--- src/rtl/fifo_mon_pkg.sv ---
// Shared types and constants for the FIFO protocol/occupancy monitor.
package fifo_mon_pkg;

   localparam int CODE_W    = 3;
   localparam int NUM_CODES = 5;

   // Error codes reported in the first-error record.
   typedef enum logic [CODE_W-1:0] {
      NONE      = 3'd0,
      OVERFLOW  = 3'd1,
      UNDERFLOW = 3'd2,
      COUNT_MM  = 3'd3,
      FULL_MM   = 3'd4,
      EMPTY_MM  = 3'd5
   } err_code_t;

   // Bit positions inside one channel's 5-bit slice of err_flags.
   localparam int BIT_OVERFLOW  = 0;
   localparam int BIT_UNDERFLOW = 1;
   localparam int BIT_COUNT_MM  = 2;
   localparam int BIT_FULL_MM   = 3;
   localparam int BIT_EMPTY_MM  = 4;

   // Lowest-numbered code present in a channel's event vector.
   function automatic err_code_t first_code(input logic [NUM_CODES-1:0] ev);
      if (ev[BIT_OVERFLOW])       return OVERFLOW;
      else if (ev[BIT_UNDERFLOW]) return UNDERFLOW;
      else if (ev[BIT_COUNT_MM])  return COUNT_MM;
      else if (ev[BIT_FULL_MM])   return FULL_MM;
      else if (ev[BIT_EMPTY_MM])  return EMPTY_MM;
      else                        return NONE;
   endfunction

endpackage

--- src/rtl/fifo_mon_channel.sv ---
// One monitored FIFO channel: shadow occupancy, accept rules, event detection
// and optional resynchronisation of the shadow from the DUT count.
module fifo_mon_channel
   import fifo_mon_pkg::*;
#(
   parameter int DEPTH  = 16,
   parameter int CNT_W  = $clog2(DEPTH) + 1,
   parameter bit RESYNC = 1'b1
) (
   input  logic                 clk,
   input  logic                 rst,
   input  logic                 wr_en,
   input  logic                 rd_en,
   input  logic                 full,
   input  logic                 empty,
   input  logic [CNT_W-1:0]     count,
   output logic [NUM_CODES-1:0] events
);

   localparam logic [CNT_W-1:0] DEPTH_C = CNT_W'(DEPTH);

   logic [CNT_W-1:0] shadow;
   logic [CNT_W-1:0] base;
   logic [CNT_W-1:0] shadow_nxt;
   logic             wr_acc;
   logic             rd_acc;

   // Compare sampled DUT signals against the shadow and compute the next shadow.
   always_comb begin
      // NOTE: every signal written here gets a default first so no path infers a latch.
      events     = '0;
      base       = shadow;
      wr_acc     = 1'b0;
      rd_acc     = 1'b0;
      shadow_nxt = shadow;

      events[BIT_OVERFLOW]  = wr_en && full;
      events[BIT_UNDERFLOW] = rd_en && empty;
      events[BIT_COUNT_MM]  = (count != shadow);
      events[BIT_FULL_MM]   = (full  != (shadow == DEPTH_C));
      events[BIT_EMPTY_MM]  = (empty != (shadow == '0));

      // On a count mismatch the DUT count becomes the reference, so one
      // disagreement does not turn into a mismatch on every later cycle.
      if (RESYNC && events[BIT_COUNT_MM])
         base = count;

      wr_acc     = wr_en && (base < DEPTH_C);
      rd_acc     = rd_en && (base != '0);
      shadow_nxt = base + CNT_W'(wr_acc) - CNT_W'(rd_acc);
   end

   // Shadow occupancy register.
   always_ff @(posedge clk or posedge rst) begin
      if (rst)
         shadow <= '0;
      else
         // NOTE: sequential state uses non-blocking assignment so every flop sees pre-edge values.
         shadow <= shadow_nxt;
   end

endmodule

--- src/rtl/fifo_protocol_monitor.sv ---
// Multi-channel FIFO protocol monitor: per-channel checkers plus sticky error
// flags, saturating error-cycle counter, timestamp and first-error capture.
module fifo_protocol_monitor
   import fifo_mon_pkg::*;
#(
   parameter int NUM_CH   = 2,
   parameter int DEPTH    = 16,
   parameter int CNT_W    = $clog2(DEPTH) + 1,
   parameter int ERRCNT_W = 16,
   parameter int TS_W     = 32,
   parameter bit RESYNC   = 1'b1,
   localparam int CH_W    = (NUM_CH > 1) ? $clog2(NUM_CH) : 1
) (
   input  logic                        clk,
   input  logic                        rst,
   input  logic                        clear,
   input  logic [NUM_CH-1:0]           wr_en,
   input  logic [NUM_CH-1:0]           rd_en,
   input  logic [NUM_CH-1:0]           full,
   input  logic [NUM_CH-1:0]           empty,
   input  logic [NUM_CH*CNT_W-1:0]     count,
   output logic [NUM_CH*NUM_CODES-1:0] err_flags,
   output logic                        err_any,
   output logic [ERRCNT_W-1:0]         err_count,
   output logic                        first_err_valid,
   output logic [CH_W-1:0]             first_err_ch,
   output logic [CODE_W-1:0]           first_err_code,
   output logic [TS_W-1:0]             first_err_time
);

   logic [NUM_CH*NUM_CODES-1:0] ev;
   logic                        any_ev;
   logic [CH_W-1:0]             pick_ch;
   err_code_t                   pick_code;
   logic                        found;
   logic [ERRCNT_W-1:0]         cnt_base;
   logic [ERRCNT_W-1:0]         cnt_nxt;
   logic [TS_W-1:0]             ts;

   for (genvar i = 0; i < NUM_CH; i++) begin : g_ch
      fifo_mon_channel #(
         .DEPTH  (DEPTH),
         .CNT_W  (CNT_W),
         .RESYNC (RESYNC)
      ) u_ch (
         .clk    (clk),
         .rst    (rst),
         .wr_en  (wr_en[i]),
         .rd_en  (rd_en[i]),
         .full   (full[i]),
         .empty  (empty[i]),
         .count  (count[i*CNT_W +: CNT_W]),
         .events (ev[i*NUM_CODES +: NUM_CODES])
      );
   end

   // Pick the reported event (lowest channel, then lowest code) and the next error count.
   always_comb begin
      any_ev    = |ev;
      pick_ch   = '0;
      pick_code = NONE;
      found     = 1'b0;
      for (int i = 0; i < NUM_CH; i++) begin
         if (!found && (|ev[i*NUM_CODES +: NUM_CODES])) begin
            pick_ch   = CH_W'(i);
            pick_code = first_code(ev[i*NUM_CODES +: NUM_CODES]);
            found     = 1'b1;
         end
      end
      // A clear cycle counts from zero, so an event in that cycle yields a count of 1.
      cnt_base = clear ? '0 : err_count;
      cnt_nxt  = (any_ev && (cnt_base != '1)) ? cnt_base + ERRCNT_W'(1) : cnt_base;
   end

   // Sticky flags, error counter, timestamp and first-error record.
   always_ff @(posedge clk or posedge rst) begin
      if (rst) begin
         ts              <= '0;
         err_flags       <= '0;
         err_count       <= '0;
         first_err_valid <= 1'b0;
         first_err_ch    <= '0;
         first_err_code  <= '0;
         first_err_time  <= '0;
      end else begin
         ts        <= ts + TS_W'(1);
         err_flags <= (clear ? '0 : err_flags) | ev;
         err_count <= cnt_nxt;
         if (any_ev && (clear || !first_err_valid)) begin
            first_err_valid <= 1'b1;
            first_err_ch    <= pick_ch;
            first_err_code  <= pick_code;
            first_err_time  <= ts;
         end else if (clear) begin
            first_err_valid <= 1'b0;
            first_err_ch    <= '0;
            first_err_code  <= '0;
            first_err_time  <= '0;
         end
      end
   end

   assign err_any = |err_flags;

endmodule
--- config.mk ---
export PLATFORM = sky130hd
export DESIGN_NAME = fifo_protocol_monitor
export DESIGN_NICKNAME = d
export VERILOG_FILES = /design/src/rtl/fifo_mon_pkg.sv /design/src/rtl/fifo_mon_channel.sv /design/src/rtl/fifo_protocol_monitor.sv
export SDC_FILE = /design/constraint.sdc
export NUM_CORES = 1
export LEC_CHECK = 0
export BUFFER_PORTS_ARGS = -buffer_cell sky130_fd_sc_hd__buf_4
export CORE_MARGIN = 4
export CORE_UTILIZATION = 40
export CTS_BUF_LIST = sky130_fd_sc_hd__clkbuf_8
export CTS_CLUSTER_SIZE = 30
export DETAILED_ROUTE_END_ITERATION = 12
export PLACE_DENSITY_LB_ADDON = 0.08
export SKIP_CTS_REPAIR_TIMING = 1
export SYNTH_ARGS = -nofsm -noshare
export SYNTH_HDL_FRONTEND = slang
export SYNTH_HIERARCHICAL = 1
export SYNTH_SLANG_ARGS = --single-unit
--- constraint.sdc ---
create_clock -name clk -period 6.5 [get_ports clk]
set_input_delay 0 -clock clk [delete_from_list [all_inputs] [get_ports clk]]
set_output_delay 0 -clock clk [all_outputs]
set_load 0.02 [all_outputs]
# Yosys cells after proc, flatten, opt, wreduce, memory -nomap -nowiden
# Index checks and enable logic that the tools add are counted.
dict set report totals {
  ramBits 0
  mem_count 0
  rom_bits 0
  latchBits 0
  word_cells 76
  register_bits 105
}
dict set report op_classes {
  bitwise_logic 1
  shift 0
  eq_ne 9
  mul 0
  addsub 6
  n_reduce_logical 23
  n_mux 26
  div 0
  magnitude_cmp 2
}
# cell n
set op_table {}
lappend op_table {{32-bit two-way mux} 2}
lappend op_table {{3-bit two-way mux} 14}
lappend op_table {{32-bit by 1-bit adder with 32-bit output (second input constant)} 1}
lappend op_table {{16-bit two-way mux} 2}
lappend op_table {{10-bit OR reduction} 2}
lappend op_table {{16-bit by 1-bit adder with 16-bit output (second input constant)} 1}
lappend op_table {{16-bit != test (second input constant)} 1}
lappend op_table {{1-bit logical AND} 11}
lappend op_table {{5-bit by 1-bit adder with 5-bit output} 2}
lappend op_table {{5-bit == test (second input constant)} 2}
lappend op_table {{5-bit zero test} 2}
lappend op_table {{5-bit < comparator (second input constant)} 2}
lappend op_table {{10-bit two-way mux} 1}
lappend op_table {{5-bit two-way mux} 2}
lappend op_table {{5-bit != test} 2}
lappend op_table {{10-bit OR} 1}
lappend op_table {{5-bit nonzero test} 2}
lappend op_table {{5-bit OR reduction} 2}
lappend op_table {{5-bit by 1-bit subtractor with 5-bit output} 2}
lappend op_table {{1-bit two-way mux} 5}
lappend op_table {{1-bit != test} 4}
lappend op_table {{1-bit zero test} 2}
lappend op_table {{2-bit nonzero test} 1}
lappend op_table {{1-bit logical OR} 1}

# Logic depth before layout (Yosys ltp)
# Gate-level depths: netlist (run 1).
dict set report depth {
  depth_word 10
  depth_mapped 12
  ltp_nobuf 12
}

# Modules after synthesis
# The synthesis (run 1) kept the hierarchy.
# module area_per_inst_um2 seq_area_each_um2 instances cells_each
set by_module_without_submodules {}
lappend by_module_without_submodules {fifo_protocol_monitor 4201.5 2377.3 1 413}
lappend by_module_without_submodules {fifo_mon_channel 457.9 125.1 2 50}

# Worst setup path after synthesis (run 1)
# No wires, ideal clock.
dict set report synth_path {
  path_type {flip-flop to flip-flop}
  start {register g_ch[1].u_ch.shadow[0]}
  end {register err_count[4]}
  arrival_ps 2202
  slack_ps 4173
  setup_time_ps 125
  n_path_buf 1
  path_stages_with_launch 10
  path_cell_list {dfrtp_1 > nor4_2 > nand2_1 > xnor2_1 > nor2_1 > and4_1 > buf_2 > a21oi_2 > and4_4 > mux2_4}
}
dict set report synth_via {
  elab_chain_len 5
  word_cells_on_any_way 8
  classes_between {eq/ne (4); mux (1); reduce/logical (3)}
}
# element line_no
set synth_rtl {}
lappend synth_rtl {{start, declared} fifo_mon_channel.sv:22} ;# logic [CNT_W-1:0] shadow;
lappend synth_rtl {{start signal, assigned} fifo_mon_channel.sv:59} ;# shadow <= shadow_nxt;
lappend synth_rtl {{5-bit == test} fifo_mon_channel.sv:40} ;# events[BIT_FULL_MM] = (full != (shadow == DEPTH_C));
lappend synth_rtl {{1-bit != test} fifo_mon_channel.sv:40}
lappend synth_rtl {{net ev[8]} fifo_protocol_monitor.sv:31} ;# logic [NUM_CH*NUM_CODES-1:0] ev;
lappend synth_rtl {{10-bit OR reduction} fifo_protocol_monitor.sv:59} ;# any_ev = |ev;
lappend synth_rtl {{1-bit logical AND} fifo_protocol_monitor.sv:72} ;# cnt_nxt = (any_ev && (cnt_base != '1)) ? cnt_base + ERRCNT_W'(1) : cnt_base;
lappend synth_rtl {{16-bit two-way mux} fifo_protocol_monitor.sv:72}
lappend synth_rtl {{net cnt_nxt[4]} fifo_protocol_monitor.sv:37} ;# logic [ERRCNT_W-1:0] cnt_nxt;
lappend synth_rtl {{end signal, assigned} fifo_protocol_monitor.sv:88} ;# err_count <= cnt_nxt;
lappend synth_rtl {{end, declared} fifo_protocol_monitor.sv:24} ;# output logic [ERRCNT_W-1:0] err_count,
# The timed path passes the listed nets, and every way through them passes these cells.
# A chain may end at the register's enable or synchronous reset.

# Final worst setup path (run 1)
# Ends and elaborated chain as after synthesis.

==> impl_metrics.yaml, run 1 <==
critical_path:
  crit_path_start_kind: "flop"
  cp_data_required_time_ps: 6770
  path_class: "reg -> reg"
  crit_buf_inv: 0
  critPathMaxFanout: 8
  crit_path_end_kind: "flop"
  cp_slowest_stage_delay_ps: 410
  slowest_stage: "dfrtp_1"
  worstPathArrival_ps: 2860
  crit_chain: "nor4_2 > nand2_1 > xnor2_1 > nor2_1 > and4_1 > a21oi_2 > and4_4 > mux2_4"
  crit_family: "simple AND/OR/NAND/NOR gates"
yosys:
  synthMostInstantiatedCell: "dfrtp_1"
  synth.avg_cell_area_um2: 9.98
  yosysTopAreaCell: "dfrtp_1"
  synthFlopType: "dfrtp_1"
  yosysWarnings: 6
  async_flop_share_pct: 100
  synth_edf_count: 0
  synth_nets: 550
  ys_top_cells_by_count: "105 x dfrtp_1, 87 x nand2_1, 51 x nand3_1"
  syn_inst: 513
  netlist_top_cells_area: "dfrtp_1 51%, xnor2_1 6.8%, nand2_1 6.4%, nand3_1 5.0%, ha_1 3.4%"
  synth_area_um2: 5120
  yosysTopAreaCellShare_pct: 51.3
  synth_cell_types: 42
  synth-seq-area-share_pct: 51.3
  synth-seq-cells: 105
cts:
  cts-buffers-inserted: 9
  path_clk_slew_ps: 100
  cts_root_buf: "clkbuf_8"
  h-tree-depth: 3
  cts_tree: "done"
  clockBufferDepth: 2
  numClockSinks: 105
  clk_latency_ps: 380
die:
  ios: 85
  die-width_um: 121
  dieHeight_um: 121
  initial_core_util_pct: 40.7
  core.rowCount: 41
  core-area_um2: 12600
  die-area_um2: 14700
cells_and_area:
  drive_gt1_share_pct: 20.3
  antenna_cells: 0
  nets: 638
  fin_area_um2: 6220
  final_cells: 778
  syn_to_final_growth_pct: 21.5
pwr:
  power.density_nw_per_um2: 205
  p_switching_uw: 349
  ir_drop_mv: 0.116
  cellLeakagePower_uw: 0.00303
  pwr-share-clk_pct: 32.7
  p_int_uw: 928
  p_total_uw: 1280
  combPwrFrac_pct: 12.5
  swShare_pct: 27.3
  seqPwrFrac_pct: 54.8
routing:
  dr.pass1.iters: 4
  vias: 3795
  vias_per_cell: 4.88
  wirelength_mm: 11.4
  wl_per_cell_um: 14.6
  drtIter0Drc: 230
  drc_errors: 0
  ant_nets: 0
timing:
  clock_skew_ps: 9.26
  finalSetupTns_ps: 0
  drv_slew: 0
  slew_headroom_pct: 38.9
  period_minus_slack_ps: 2590
  hold_viol: 0
  fmax_mhz: 386
  rsz0062_at_grt: "false"
  tightest_slew_ps: 916
  layout_worst_path_cycle_share_pct: 39.8
  setup_ws_ps: 3910
  setup_violations: 0
placement:
  pre_cts_ws_ps: 3910
  gp_congestion: 0.840
  port_buffers: 84
  placed_area_um2: 5920
  dpl.hpwl_mm: 8.09
  dp.cells: 752
global_route:
  grt_pass1_vias: 3924
  overflow: 0
  antenna_found_initial: 0
  grt_util_all_layers_pct: 16.6
  grt_first_pass_wirelength_mm: 19.4
  grt_max_degree: 75
job:
  maxCapViolCount: 0
worst_hold_path:
  hold_class: "in -> reg"
outcome:
  outcome: "finished clean"
[sequential cells by signal, indices dropped and copies added (netlist names)]
register          count
first_err_time       32
ts                   32
err_count            16
err_flags            10
g_ch.u_ch/shadow     10
first_err_code        3
first_err_ch          1
first_err_valid       1
[power groups by stage]
stage | registers [uW] | logic (uW) | clock network [uW]
after detailed placement | 714 | 157 | 0
after CTS | 701 | 157 | 436
after global routing | 704 | 180 | 464
after floorplan | 723 | 88.1 | 0
after global placement | 712 | 154 | 0
final | 700 | 160 | 417
[cell families (layout without fill, tap and decap cells)]
family                   after synthesis  count (layout)  share of synthesized area (%)
AO/OA/AOI/OAI                         41              41                           5.45
XOR/XNOR                              59              59                           10.1
adder cells (fa/ha/maj)               16              16                           4.21
buffers and inverters                 47             140                           3.52
flip-flops                           105             105                           51.3
multiplexers                           6               6                           1.39
AND/OR/NAND/NOR                      239             239                           24.0
[final timing paths]
check                                                  from                               end  slack [ps]  depth (start not counted)
setup / recovery           g_ch[1].u_ch/shadow[0]$_DFF_PP0_            err_count[4]$_DFF_PP0_        3910                          8
hold / removal                                      full[0]            err_flags[3]$_DFF_PP0_           1                          3
setup reg to reg           g_ch[1].u_ch/shadow[0]$_DFF_PP0_            err_count[4]$_DFF_PP0_        3910                          8
hold reg to reg                            ts[31]$_DFF_PP0_                  ts[31]$_DFF_PP0_         480                          1
max in group asynchronous                               rst                   ts[2]$_DFF_PP0_        5100                          4
min in group asynchronous                               rst  g_ch[1].u_ch/shadow[2]$_DFF_PP0_         100                          3
[metrics by stage]
stage | hold slack (ps) | util, %
global route | 12.3 | 49.5
finish | 1.37 | 49.5
global placement | -69.2 | 47.1
detailed placement | -51.2 | 47.1
CTS | -480 | 48.7
floorplan | -221 | -
[layer usage]
layer	track usage, %	wire length [um]	vias to the layer above
met1	23.4	5570	1830
li1	-	-	1888
met3	3.40	424	12
met5	0	0	-
met4	6.44	169	0
met2	25.3	5210	65
[final cells by class]
class / instances / area [um^2]
timing repair buffer: 98 / 761
inverter: 26 / 98.8
multi-input combinational: 361 / 2310
fill: 1201 / 6350
clock buffer: 9 / 124
tap: 172 / 215
clock inverter: 7 / 78.8
sequential: 105 / 2630
[tightest hold or removal path, cell delays in order]
cell	delay, ps
buf_4	100
xnor2_1	160
a21o_1	90
[placed cells by master, fill, tap and decap left out, drive strengths merged, types with 2 or more instances in the layout]
master	Yosys	layout
clkinv	0	3
and3	5	5
a21o	12	12
or3	3	3
clkinvlp	0	2
ha	14	14
nand4	17	17
dlygate4sd3	0	10
nand2b	9	9
inv	26	27
mux2	6	6
nor2	23	23
nor3	8	8
fa	2	2
nor2b	13	13
o41a	2	2
a21oi	9	9
xnor2	40	40
and2	7	7
xor2	19	19
clkbuf	17	9
buf	4	88
o211ai	2	2
nand2	87	87
nor4	10	10
and4	3	3
nand3	51	51
dfrtp	105	105
o21ai	10	10
No activity file was read; power rests on OpenSTA's default activity.
==> run 2: changes to the inputs <==
Clock period 6.5 ns to 2.3 ns, I/O delays scaled along.
==> run 2 against run 1 <==
Critical path depth is 3 higher. Highest routed layer unchanged. Sequential share of layout area is 1.5 points lower. Largest cell class unchanged. Critical path type is now in -> reg. Sequential power grew to 2.8 times the previous value.
==> impl_metrics.yaml, run 2 (synthesized netlist as in run 1, its figures left out) <==
cells_and_area:
  mostFrequentLayoutCells: "105 x dfrtp_1, 102 x buf_4, 86 x nand2_1, 51 x nand3_1, 39 x xnor2_1"
  antenna_cells: 0
  nets: 657
  drive_gt1_share_pct: 23.5
  fin_area_um2: 6450
  fillers: 1210
  top_regs: "first_err_time x32, ts x32, err_count x16"
  final_common_cell: "dfrtp_1"
  syn_to_final_growth_pct: 26.0
  utilization_pct: 51.3
placement:
  port_buffers: 84
  gp_congestion: 0.865
  placed_area_um2: 6080
  dpl.hpwl_mm: 8.14
die:
  initial_core_util_pct: 40.7
  core.rowCount: 41
  core-area_um2: 12600
  die-area_um2: 14700
  die-width_um: 121
  ios: 85
  dieHeight_um: 121
routing:
  drtIter0Drc: 205
  wirelength_mm: 11.5
  vias: 3876
  dr.pass1.iters: 5
  ant_nets: 0
  wl_per_cell_um: 14.4
  drc_errors: 0
  vias_per_cell: 4.86
critical_path:
  cp_data_required_time_ps: 2600
  worstReg2RegStart: "g_ch[0].u_ch/shadow[0]$_DFF_PP0_"
  worstPathArrival_ps: 2460
  path_class: "in -> reg"
  rrSetupSlack_ps: 140
  startpoint: "count[0]"
  timing.rr.end: "err_count[4]$_DFF_PP0_"
  crit_path_end_kind: "flop"
  critPathMaxFanout: 3
  reg2regPathDepth: 8
  crit_path_start_kind: "primary input"
pwr:
  power.density_nw_per_um2: 558
  ir_drop_mv: 0.331
  cellLeakagePower_uw: 0.00314
global_route:
  grt_util_all_layers_pct: 16.0
  grt_use_met3_pct: 2.84
  grt_max_degree: 43
  globalRouteMet2Util_pct: 25.0
  grt_pass1_vias: 3938
  grt_first_pass_wirelength_mm: 18.9
  antenna_found_initial: 0
  overflow: 0
  grt-busiest-layer: "met2"
  met1_usage_pct: 22.3
cts:
  cts-buffers-inserted: 9
  h-tree-depth: 3
  clockBufferDepth: 2
  cts_root_buf: "clkbuf_8"
  cts_tree: "done"
  numClockSinks: 105
  clk_latency_ps: 380
  path_clk_slew_ps: 100
timing:
  clock_skew_ps: 11.0
  setup_violations: 0
  slew_headroom_pct: 67.3
  fmax_mhz: 463
  tightest_slew_ps: 486
  hold_viol: 0
  layout_worst_path_cycle_share_pct: 93.9
  fin_hold_ws_ps: 45.9
  period_minus_slack_ps: 2160
  drv_slew: 0
worst_hold_path:
  hold_end: "err_flags[5]$_DFF_PP0_"
  worstHoldStart: "wr_en[1]"
  holdPathStages: 3
  hold_class: "in -> reg"
job:
  maxCapViolCount: 0
outcome:
  outcome: "finished clean"
run 2: power breakdown:
group          total, uW  internal, uW  switching, uW
Clock               1110           413            692
Combinational        514           239            275
Sequential          1980          1910           66.7
Total               3600          2570           1030
run 2: worst max path at each step:
stage	endpoint	slack (ps)	cells after the start
after detailed placement	err_count[15]$_DFF_PP0_	-10	7
after global placement	err_count[4]$_DFF_PP0_	60	8
after CTS	err_count[15]$_DFF_PP0_	-40	7
final	g_ch[0].u_ch/shadow[4]$_DFF_PP0_	140	11
after global routing	first_err_code[1]$_DFFE_PP0P_	-4	10
after floorplan	err_count[4]$_DFF_PP0_	30	9
run 2: through the flow:
stage / power (uW) / worst slack (ps) / instances / TNS (ps)
floorplan: 2290 / 27.8 / 513 / 0
global placement: 2500 / 60.7 / 768 / 0
detailed placement: 2500 / -12.0 / 768 / -21.0
CTS: 3610 / -37.7 / 784 / -37.7
global route: 3780 / -4.36 / 797 / -4.36
finish: 3600 / 141 / 797 / 0
run 2: area by class of cell:
class / instances / area, um^2 / area share (%)
repair buffers: 117 / 961 / 14.9
clock inverters: 7 / 58.8 / 0.912
inverters: 26 / 101 / 1.57
well taps: 172 / 215 / 3.34
flip-flops and latches: 105 / 2630 / 40.8
multi-input cells: 361 / 2360 / 36.6
clock buffers: 9 / 124 / 1.92
run 2: worst max-delay path, stage by stage:
cell	delay (ps)
dlygate4sd3_1	530
buf_4	150
o41a_1	400
ha_1	300
inv_1	60
ha_1	150
inv_1	50
fa_1	390
nand2b_1	160
a21oi_1	150
xnor2_1	130
run 2: metal layers:
metal | routed length, um | up-vias
met5 | 0 | -
met1 | 5460 | 1850
met2 | 5310 | 75
met4 | 171 | 0
li1 | - | 1937
met3 | 579 | 14
